File: config.mk
export PLATFORM = sky130hd
export DESIGN_NAME = axis_mux_n1_pkt
export DESIGN_NICKNAME = d
export VERILOG_FILES = /design/src/rtl/axis_mux_n1_pkt.sv
export SDC_FILE = /design/constraint.sdc
export NUM_CORES = 1
export LEC_CHECK = 0
export BUFFER_PORTS_ARGS = -buffer_cell sky130_fd_sc_hd__clkbuf_2
export CELL_PAD_IN_SITES_DETAIL_PLACEMENT = 0
export CELL_PAD_IN_SITES_GLOBAL_PLACEMENT = 1
export CORE_AREA = 2 2 59 61
export DETAILED_ROUTE_END_ITERATION = 10
export DIE_AREA = 0 0 61 63
export PLACE_DENSITY_LB_ADDON = 0.1
export SLEW_MARGIN = 20
export SYNTH_ARGS = -nofsm -noshare
export SYNTH_HDL_FRONTEND = slang
export SYNTH_SLANG_ARGS = --single-unit
File: constraint.sdc
create_clock -name clk -period 4.73 [get_ports clk]
set_input_delay 0.946 -clock clk [delete_from_list [all_inputs] [get_ports clk]]
set_output_delay 0.946 -clock clk [all_outputs]
set_load 0.005 [all_outputs]
File: src/rtl/axis_mux_n1_pkt.sv
// Packet-aware N:1 AXI-Stream mux with a single registered output stage.
// Optional build macro AXIS_MUX_RR_ARB_EN replaces sel with round-robin arbitration.
module axis_mux_n1_pkt #(
  parameter int unsigned NUM_CH = 4,
  parameter int unsigned DATA_W = 8,
  parameter int unsigned SEL_W  = 2
) (
  input  logic                     clk,
  input  logic                     reset,
  input  logic [SEL_W-1:0]         sel,
  input  logic [NUM_CH*DATA_W-1:0] s_data,
  input  logic [NUM_CH-1:0]        s_valid,
  output logic [NUM_CH-1:0]        s_ready,
  input  logic [NUM_CH-1:0]        s_last,
  output logic [DATA_W-1:0]        m_data,
  output logic                     m_valid,
  input  logic                     m_ready,
  output logic                     m_last,
  output logic [SEL_W-1:0]         active_ch,
  output logic                     busy
);

  typedef enum logic {IDLE = 1'b0, LOCKED = 1'b1} state_t;

  state_t              state, state_nxt;
  logic                ld, grant_ok, accept, valid_g, last_g;
  logic [SEL_W-1:0]    g;
  logic [DATA_W-1:0]   data_g;
  logic [DATA_W-1:0]   m_data_nxt;
  logic                m_valid_nxt, m_last_nxt, busy_nxt;
  logic [SEL_W-1:0]    active_ch_nxt;

  assign ld = !m_valid || m_ready;

`ifdef AXIS_MUX_RR_ARB_EN
  logic [SEL_W-1:0] rr_ptr, rr_ptr_nxt;

  // Round-robin search from the channel after the last completed packet.
  always_comb begin : grant_sel
    g        = active_ch;
    grant_ok = 1'b0;
    if (state == LOCKED) begin
      grant_ok = 1'b1;
    end else begin
      for (int unsigned i = 1; i <= NUM_CH; i++) begin
        for (int unsigned k = 0; k < NUM_CH; k++) begin
          if (!grant_ok && s_valid[k] && (k == ((32'(rr_ptr) + i) % NUM_CH))) begin
            g        = SEL_W'(k);
            grant_ok = 1'b1;
          end
        end
      end
    end
  end
`else
  // IDLE follows sel directly; out-of-range sel yields no grant.
  always_comb begin : grant_sel
    g        = active_ch;
    grant_ok = 1'b0;
    if (state == LOCKED) begin
      grant_ok = 1'b1;
    end else begin
      g        = sel;
      grant_ok = (32'(sel) < NUM_CH);
    end
  end
`endif

  // Route the granted channel and drive its ready from the load enable.
  always_comb begin : route
    data_g  = '0;
    valid_g = 1'b0;
    last_g  = 1'b0;
    s_ready = '0;
    for (int unsigned k = 0; k < NUM_CH; k++) begin
      if (grant_ok && (32'(g) == k)) begin
        data_g     = s_data[k*DATA_W +: DATA_W];
        valid_g    = s_valid[k];
        last_g     = s_last[k];
        s_ready[k] = ld;
      end
    end
  end

  assign accept = grant_ok && valid_g && ld;

  always_comb begin : next_state
    state_nxt     = state;
    m_valid_nxt   = m_valid;
    m_data_nxt    = m_data;
    m_last_nxt    = m_last;
    active_ch_nxt = active_ch;
`ifdef AXIS_MUX_RR_ARB_EN
    rr_ptr_nxt    = rr_ptr;
`endif
    if (ld) begin
      m_valid_nxt = accept;
    end
    if (accept) begin
      m_data_nxt    = data_g;
      m_last_nxt    = last_g;
      active_ch_nxt = g;
      if (state == IDLE) begin
        if (!last_g) state_nxt = LOCKED;
      end else begin
        if (last_g) state_nxt = IDLE;
      end
`ifdef AXIS_MUX_RR_ARB_EN
      if (last_g) rr_ptr_nxt = g;
`endif
    end
    busy_nxt = (state_nxt == LOCKED);
  end

  always_ff @(posedge clk or negedge reset) begin : regs
    if (!reset) begin
      state     <= IDLE;
      m_valid   <= 1'b0;
      m_data    <= '0;
      m_last    <= 1'b0;
      active_ch <= '0;
      busy      <= 1'b0;
`ifdef AXIS_MUX_RR_ARB_EN
      rr_ptr    <= SEL_W'(NUM_CH - 1);
`endif
    end else begin
      state     <= state_nxt;
      m_valid   <= m_valid_nxt;
      m_data    <= m_data_nxt;
      m_last    <= m_last_nxt;
      active_ch <= active_ch_nxt;
      busy      <= busy_nxt;
`ifdef AXIS_MUX_RR_ARB_EN
      rr_ptr    <= rr_ptr_nxt;
`endif
    end
  end

endmodule

==> results of run 1 <==
cell type report:
class                      count  area [um^2]
fill                         351         1870
timing repair buffer          62          313
inverter                       5         18.8
multi-input combinational     66          626
sequential                    13          325
clock buffer                   4         26.3
tap                           46         57.6
cell families after synthesis:
kind of cell	Yosys count	share of synthesized area (%)
muxes	37	42.6
AOI/OAI and AO/OA	9	8.39
DFF	13	32.5
and+or+nand+nor	20	11.6
buffers and inverters	8	4.88
layer usage:
layer / wire length [um] / share of wire, %
met5: 0 / 0
met4: 16 / 0.67
met3: 158 / 6.6
met2: 1170 / 48
met1: 1060 / 44
how the worst max path moves through the flow:
stage	slack (ps)	endpoint	from	cells after the start
2_1_floorplan	2020	s_ready[0]	sel[1]	5
3_3_place_gp	2040	m_data[4]	s_valid[1]	6
3_5_place_dp	1970	m_data[4]	s_valid[1]	6
4_1_cts	2020	s_ready[2]	sel[1]	6
5_1_grt	1910	s_ready[0]	sel[1]	6
6_report	2040	s_ready[2]	sel[1]	6
sequential cells by signal, indices dropped and copies added (netlist names):
name / cells
m_valid: 1
m_data: 8
active_ch: 2
m_last: 1
state: 1
stage by stage:
step / power, uW / instances
floorplan: 674 / 87
global placement: 813 / 192
detailed placement: 819 / 192
CTS: 890 / 196
global route: 944 / 196
finish: 876 / 196
worst max-delay path: stages:
cell and delay, ps:
clkbuf_2 100, nor2b_1 140, a21oi_1 210, nand2b_1 170
nor2_1 50, clkbuf_2 120
placed cells by master, fill, tap and decap left out, drive strengths merged:
| cell type | n |
|---|---|
| and2b | 1 |
| o22ai | 1 |
| o31ai | 1 |
| mux4 | 1 |
| clkbuf | 65 |
| nor2 | 7 |
| nor3 | 1 |
| dfrtp | 13 |
| a21oi | 1 |
| nand2b | 4 |
| mux2i | 26 |
| and2 | 1 |
| buf | 1 |
| nand2 | 4 |
| a211oi | 1 |
| mux2 | 10 |
| nand3 | 1 |
| nor2b | 1 |
| o211ai | 1 |
| inv | 5 |
| o21ai | 3 |
| o32ai | 1 |
power groups by stage:
stage                     sequential, uW  clock, uW  combinational, uW
after floorplan                      222          0                452
after global placement               228          0                585
after detailed placement             227          0                593
after CTS                            226       70.6                594
after global routing                 233       74.5                637
final                                225       68.8                582
==> results.tsv, run 1 <==
stage	metric	value	unit
timing	rsz0062_at_grt	no	
critical_path	rr_endpoint	m_data[3]	
yosys	yosysTopAreaCellShare	32.5	%
yosys	syn_nets	132	
yosys	synth_top_cell_by_area	dfrtp_1	
clock_network	clock_sinks	13	
timing	setup-tns-final	0	ps
job	cap_violations	0	
grt	antenna_found_initial	0	
grt	grt_max_degree	20	
detailed_routing	num_vias	886	
critical_path	critPathMaxFanout	4	
placed_design	dpl.hpwl	1950	um
grt	track_usage	13.1	%
critical_path	critPathKind	in -> out	
die	core-area	3230	um^2
clock_network	cts_root_buffer	clkbuf_4	
grt	grt_pass1_vias	865	
placed_design	place_area	1340	um^2
pwr	power_density	641	nW/um^2
critical_path	crit_path_end_kind	output port	
clock_network	cts_tree	done	
timing	period_share	56.9	%
yosys	synth_area_leaders	dfrtp_1 33%, mux2i_1 26%, mux2_4 12%, nor2_1 2.6%, mux2_2 2.3%	
hold_path	hold_path_class	reg -> reg	
cells_and_area	fin_util	42.3	%
cells_and_area	area_delta_synth_final	36.7	%
yosys	ys_types	26	
timing	finalHoldViolCount	0	
clock_network	cts_buffers	3	
detailed_routing	wl_per_cell	12.3	um
detailed_routing	vias_per_cell	4.52	
cells_and_area	finalNetCount	196	
grt	use_met2	22.3	%
die	dieHeight	63	um
detailed_routing	drcViolationCount	0	
pwr	p_leak	0.000739	uW
pwr	vdd_drop_max	0.000211	V
cells_and_area	stdcell_area	1370	um^2
die	die_w	61	um
timing	max_freq	372	MHz
pwr	power_frac_seq	25.7	%
grt	use_met1	15.0	%
yosys	ys.flop_type	dfrtp_1	
die	fp-row-count	21	
hold_path	hold_depth	1	
detailed_routing	dr.pass1.iters	2	
timing	clock_skew	7.00	ps
critical_path	rr_worst_depth	5	
timing	period_needed	2690	ps
detailed_routing	routed_wirelength	2410	um
critical_path	crit_path_start_kind	primary input	
yosys	syn_area	1000	um^2
yosys	avgSynthCellArea	11.5	um^2
clock_network	clock_latency	280	ps
clock_network	cts_max_path_buffers	2	
yosys	async_flop_share	100	%
grt	gr-total-overflow	0	
timing	worst_slew_pin_slew	832	ps
pwr	power.switching	347	uW
clock_network	cts_setup_buffers	0	
critical_path	rr_startpoint	state	
placed_design	post-place-ws	1970	ps
status	status	finished, final reports clean	
placed_design	port_buffers	61	
timing	setup_violations	0	
hold_path	min_to	m_last	
yosys	synth.most_common_cell	mux2i_1	
clock_network	cts_resized	0	
critical_path	crit_required	3780	ps
critical_path	cp.arrival	1740	ps
yosys	ys_seq_area_share	32.5	%
pwr	cell_internal_pwr	529	uW
timing	hold_ws	517	ps
die	io_pins	62	
detailed_routing	antenna_left	0	
hold_path	hp-start	m_last	
yosys	synth_common_cells	26 x mux2i_1, 13 x dfrtp_1, 8 x mux2_4	
detailed_routing	drt-initial-drc-count	10	
yosys	synth_seq_cells	13	
yosys	yosys_warnings	0	
cells_and_area	n_antenna_cell	0	
grt	met3_usage	4.97	%
critical_path	rrSetupSlack	2440	ps
pwr	pwr-share-clk	7.9	%
timing	slew_violations	0	
die	start_util	30.9	%
yosys	synth_edf_count	0	
clock_network	h-tree-depth	1	
grt	top_usage_layer	met2	
timing	fin_ws	2040	ps
pwr	comb_power_share	66.5	%
placed_design	gp_congestion	0.754	
yosys	synth_cells	87	
die	dieArea	3840	um^2
timing	max-slew-margin-rel	44.5	%
grt	grt_pass1_wl	3800	um
cells_and_area	drive_gt1_share	56.0	%
clock_network	hold_buffers	0	
pwr	p_sw_share	39.7	%
clock_network	clk_pin_slew	80	ps
No activity file was read; power rests on OpenSTA's default activity.
==> run 2, diff against run 1 <==
--- a/config.mk
+++ b/config.mk
@@ -8,9 +8,9 @@
 export BUFFER_PORTS_ARGS = -buffer_cell sky130_fd_sc_hd__clkbuf_2
 export CELL_PAD_IN_SITES_DETAIL_PLACEMENT = 0
 export CELL_PAD_IN_SITES_GLOBAL_PLACEMENT = 1
-export CORE_AREA = 2 2 59 61
+export CORE_AREA = 2 2 60 62
 export DETAILED_ROUTE_END_ITERATION = 10
-export DIE_AREA = 0 0 61 63
+export DIE_AREA = 0 0 62 64
 export PLACE_DENSITY_LB_ADDON = 0.1
 export SLEW_MARGIN = 20
 export SYNTH_ARGS = -nofsm -noshare
==> constraint.sdc (replaced) <==
create_clock -name clk -period 2.6 [get_ports clk]
set_input_delay 0.52 -clock clk [delete_from_list [all_inputs] [get_ports clk]]
set_output_delay 0.52 -clock clk [all_outputs]
set_load 0.005 [all_outputs]
==> results.tsv, run 2 (synthesis gave the netlist of run 1 again) <==
stage	metric	value	unit
pwr	power_density	1180	nW/um^2
detailed_routing	drcViolationCount	0	
status	status	finished, final reports clean	
clock_network	clock_sinks	13	
pwr	p_leak	0.000749	uW
cells_and_area	reg.largest.list	m_data: 8 flops, active_ch: 2 flops	
critical_path	critPathKind	reg -> out	
job	cap_violations	0	
timing	setup-tns-final	0	ps
detailed_routing	routed_wirelength	2490	um
clock_network	hold_buffers	0	
detailed_routing	antenna_left	0	
grt	track_usage	14.2	%
cells_and_area	fin_cells	198	
timing	worst_slew_pin_slew	462	ps
placed_design	port_buffers	61	
detailed_routing	dr.pass1.iters	4	
detailed_routing	vias_per_cell	4.62	
clock_network	clock_latency	280	ps
timing	finalHoldViolCount	0	
die	core-area	3280	um^2
critical_path	critPathMaxFanout	8	
die	start_util	30.4	%
cells_and_area	largest-register	m_data	
die	dieHeight	64	um
placed_design	gp_congestion	0.744	
hold_path	hold_path_class	in -> async	
cells_and_area	mostFrequentLayoutCells	61 x clkbuf_2, 26 x mux2i_1, 13 x dfrtp_1, 8 x mux2_4, 7 x nor2_1	
die	fp-row-count	21	
critical_path	crit_required	2080	ps
clock_network	cts_tree	done	
cells_and_area	largest_reg_flops	8	
detailed_routing	num_vias	915	
critical_path	cp.arrival	1620	ps
timing	clock_skew	5.93	ps
detailed_routing	drt-initial-drc-count	28	
grt	antenna_found_initial	0	
clock_network	cts_max_path_buffers	2	
placed_design	dpl.hpwl	2040	um
cells_and_area	finalNetCount	198	
clock_network	cts_resized	0	
cells_and_area	area_delta_synth_final	38.2	%
clock_network	cts_setup_buffers	0	
grt	grt_pass1_wl	4220	um
die	die_w	62	um
die	dieArea	3970	um^2
cells_and_area	n_antenna_cell	0	
clock_network	cts_root_buffer	clkbuf_4	
critical_path	crit_path_end_kind	output port	
grt	grt_pass1_vias	966	
die	io_pins	62	
placed_design	dp.cells	194	
cells_and_area	drive_gt1_share	56.6	%
detailed_routing	wl_per_cell	12.6	um
critical_path	crit_path_start_kind	flip-flop	
timing	rsz0062_at_grt	no	
timing	period_share	82.2	%
grt	grt_max_degree	20	
clock_network	h-tree-depth	1	
timing	max_freq	468	MHz
cells_and_area	layout_commonest_cell	clkbuf_2	
pwr	vdd_drop_max	0.000557	V
timing	max-slew-margin-rel	68.9	%
timing	slew_violations	0	
grt	gr-total-overflow	0	
timing	setup_violations	0	
clock_network	cts_buffers	3	
timing	period_needed	2140	ps
clock_network	clk_pin_slew	90	ps
[run 2: power breakdown]
| part | total, uW | switching, uW | internal, uW | leakage [uW] |
|---|---|---|---|---|
| clock | 130 | 70.3 | 59.5 | 0.0000150 |
| sequential | 404 | 90.5 | 314 | 0.000153 |
| combinational | 1090 | 484 | 609 | 0.000581 |
[run 2: worst paths after layout]
kind                       startpoint    endpoint  slack, ps  depth (start not counted)
max in group asynchronous       reset   m_data[1]       2220                          1
max                             state  s_ready[2]        460                          6
max reg2reg                     state   m_data[1]        570                          6
min in group clk           s_valid[3]     m_valid        480                          3
min reg2reg                    m_last      m_last        520                          1
min                             reset   m_data[0]        120                          1
[run 2: worst max-delay path: stages (launching register included)]
cell and delay [ps]:
dfrtp_1 500, nor2b_1 100, a21oi_1 240, buf_4 200
nand2b_1 130, nor2_1 50, clkbuf_2 120
[run 2: area by class of cell]
class	instances	area, um^2
inverters	5	18.8
flip-flops and latches	13	325
well taps	46	57.6
fillers	330	1900
multi-input cells	66	626
clock buffers	4	26.3
repair buffers	64	328
[run 2: through the flow]
stage	instance area [um^2]	hold WS [ps]	setup WS, ps	util, %	power (uW)
floorplan	1000	224	745	-	1230
finish	1380	122	462	42.1	1630
CTS	1380	131	426	42.1	1660
global route	1380	130	293	42.1	1780
detailed placement	1360	442	508	41.3	1520
global placement	1360	428	546	41.3	1510
[run 2: per-layer routing]
layer	vias up	global-route usage [%]	share of wire, %
li1	441	-	-
met1	428	17.3	43
met2	44	23.7	49
met3	2	5.06	7.5
met4	0	2.39	0.48
met5	-	0	0
==> run 3, diff against run 2 <==
--- a/config.mk
+++ b/config.mk
@@ -8,9 +8,9 @@
 export BUFFER_PORTS_ARGS = -buffer_cell sky130_fd_sc_hd__clkbuf_2
 export CELL_PAD_IN_SITES_DETAIL_PLACEMENT = 0
 export CELL_PAD_IN_SITES_GLOBAL_PLACEMENT = 1
-export CORE_AREA = 2 2 60 62
+export CORE_AREA = 2 2 63 65
 export DETAILED_ROUTE_END_ITERATION = 10
-export DIE_AREA = 0 0 62 64
+export DIE_AREA = 0 0 65 67
 export PLACE_DENSITY_LB_ADDON = 0.1
 export SLEW_MARGIN = 20
 export SYNTH_ARGS = -nofsm -noshare
==> constraint.sdc (replaced) <==
create_clock -name clk -period 1.8 [get_ports clk]
set_input_delay 0.36 -clock clk [delete_from_list [all_inputs] [get_ports clk]]
set_output_delay 0.36 -clock clk [all_outputs]
set_load 0.005 [all_outputs]
==> results.tsv, run 3 (synthesis gave the netlist of run 1 again) <==
stage	metric	value	unit
status	status	finished with violations	
status	violations	setup timing	
detailed_routing	drcViolationCount	0	
cells_and_area	fin_util	41.0	%
placed_design	port_buffers	61	
cells_and_area	drive_gt1_share	60.9	%
critical_path	rr_worst_depth	7	
detailed_routing	maxUsedRoutingLayer	met4	
grt	grt_pass1_vias	891	
die	dieHeight	67	um
critical_path	rr_endpoint	m_data[3]	
pwr	comb_power_share	68.2	%
pwr	power_frac_seq	22.0	%
detailed_routing	antenna_left	0	
critical_path	rr_startpoint	state	
clock_network	cts_tree	done	
grt	gr-total-overflow	0	
timing	setup-tns-final	-49.9	ps
timing	period_share	101	%
clock_network	clk_pin_slew	50	ps
pwr	p_sw_share	37.2	%
cells_and_area	n_antenna_cell	0	
cells_and_area	multi_input_area	654	um^2
detailed_routing	dr.pass1.iters	4	
die	die_w	65	um
timing	clock_skew	1.20	ps
detailed_routing	drt-initial-drc-count	24	
clock_network	clock_latency	230	ps
critical_path	crit_slowest_cell	dfrtp_2	
critical_path	cpLargestDelayFamily	compound AO/OA/AOI/OAI gates	
placed_design	gp_congestion	0.743	
cells_and_area	largest-register	m_data	
hold_path	hold_path_class	in -> async	
die	start_util	27.7	%
job	cap_violations	0	
critical_path	crit_chain	buf_6 > nand2b_4 > o32ai_2 > a211oi_2 > o31ai_4 > buf_12 > mux2_2	
die	dieArea	4360	um^2
cells_and_area	reg.largest.list	m_data: 8 flops, active_ch: 2 flops	
timing	max-slew-margin-rel	67.7	%
grt	antenna_found_initial	0	
placed_design	dpl.hpwl	1970	um
clock_network	h-tree-depth	1	
cells_and_area	largest_reg_flops	8	
die	core-area	3610	um^2
pwr	cell_internal_pwr	1630	uW
clock_network	cts_max_path_buffers	2	
timing	period_needed	1830	ps
pwr	pwr-share-clk	9.7	%
detailed_routing	routed_wirelength	2370	um
clock_network	cts_root_buffer	clkbuf_8	
cells_and_area	finalNetCount	202	
cells_and_area	area_delta_synth_final	47.9	%
critical_path	critPathKind	reg -> reg	
grt	track_usage	11.5	%
pwr	p_total	2600	uW
clock_network	cts_buffers	3	
cells_and_area	stdcell_area	1480	um^2
grt	grt_max_degree	20	
critical_path	cp_slowest_stage_delay	410	ps
cells_and_area	nFillCells	374	
timing	rsz0062_at_grt	yes	
detailed_routing	vias_per_cell	4.33	
timing	slew_violations	0	
pwr	power.switching	967	uW
detailed_routing	wl_per_cell	11.6	um
grt	grt_pass1_wl	3810	um
die	io_pins	62	
timing	fin_ws	-25.5	ps
timing	max_freq	548	MHz
clock_network	clock_sinks	13	
critical_path	crit_path_start_kind	flip-flop	
detailed_routing	num_vias	883	
timing	finalHoldViolCount	0	
critical_path	cp.arrival	1950	ps
critical_path	rrSetupSlack	-30	ps
cells_and_area	layout_commonest_cell	clkbuf_2	
pwr	power_density	1760	nW/um^2
clock_network	hold_buffers	0	
critical_path	crit_required	1920	ps
critical_path	critPathMaxFanout	12	
detailed_routing	met2_length	1160	um
critical_path	crit_path_end_kind	flip-flop	
timing	hold_ws	15.8	ps
pwr	p_leak	0.000794	uW
timing	worst_slew_pin_slew	479	ps
detailed_routing	dr_wl_met3	184	um
critical_path	cp.buffers_inverters	2	
die	fp-row-count	22	
placed_design	place_area	1390	um^2
cells_and_area	register_area	327	um^2
pwr	vdd_drop_max	0.000512	V
timing	setup_violations	2	
cells_and_area	mostFrequentLayoutCells	61 x clkbuf_2, 26 x mux2i_1, 12 x dfrtp_1, 8 x mux2_4, 7 x nor2_1	
detailed_routing	wl_met1	1010	um
## run 3: what timing repair did
item | CTS | global route
gates cloned | 0 | 0
setup endpoints to repair | 9 | 15
resized for setup | 6 | 2
pin swaps | 0 | 0
setup buffers | 2 | 0
## run 3: layout make-up
class / instances / share of cell area [%]
clock buffers: 4 / 3.05
inverters: 5 / 1.27
multi-input cells: 66 / 44.2
flip-flops and latches: 13 / 22.1
well taps: 48 / 4.06
repair buffers: 68 / 25.3
## run 3: layer usage
| metal | GRT usage, % | vias up |
|---|---|---|
| met1 | 14.4 | 391 |
| li1 | - | 453 |
| met2 | 19.1 | 37 |
| met5 | 0 | - |
| met4 | 4.79 | 0 |
| met3 | 2.70 | 2 |
## run 3: power groups by stage
| stage | clock, uW | sequential (uW) | combinational, uW |
|---|---|---|---|
| 2_1_floorplan | 0 | 583 | 1190 |
| 3_3_place_gp | 0 | 587 | 1690 |
| 3_5_place_dp | 0 | 580 | 1710 |
| 4_1_cts | 260 | 575 | 1790 |
| 5_1_grt | 271 | 593 | 1950 |
| 6_report | 253 | 572 | 1770 |
## run 3: worst max-delay path by stage
stage | endpoint | startpoint | depth (start not counted) | slack, ps
2_1_floorplan | active_ch[0] | state | 6 | 20
3_3_place_gp | m_data[3] | state | 6 | 20
3_5_place_dp | m_data[3] | state | 6 | -6
4_1_cts | m_data[3] | state | 7 | -40
5_1_grt | m_data[3] | state | 7 | -110
6_report | m_data[3] | state | 7 | -30
## run 3: metrics by stage
stage	setup WS (ps)	std cells
CTS	-37.7	204
global placement	25.0	199
floorplan	15.6	87
finish	-25.5	204
global route	-110	204
detailed placement	-5.65	199
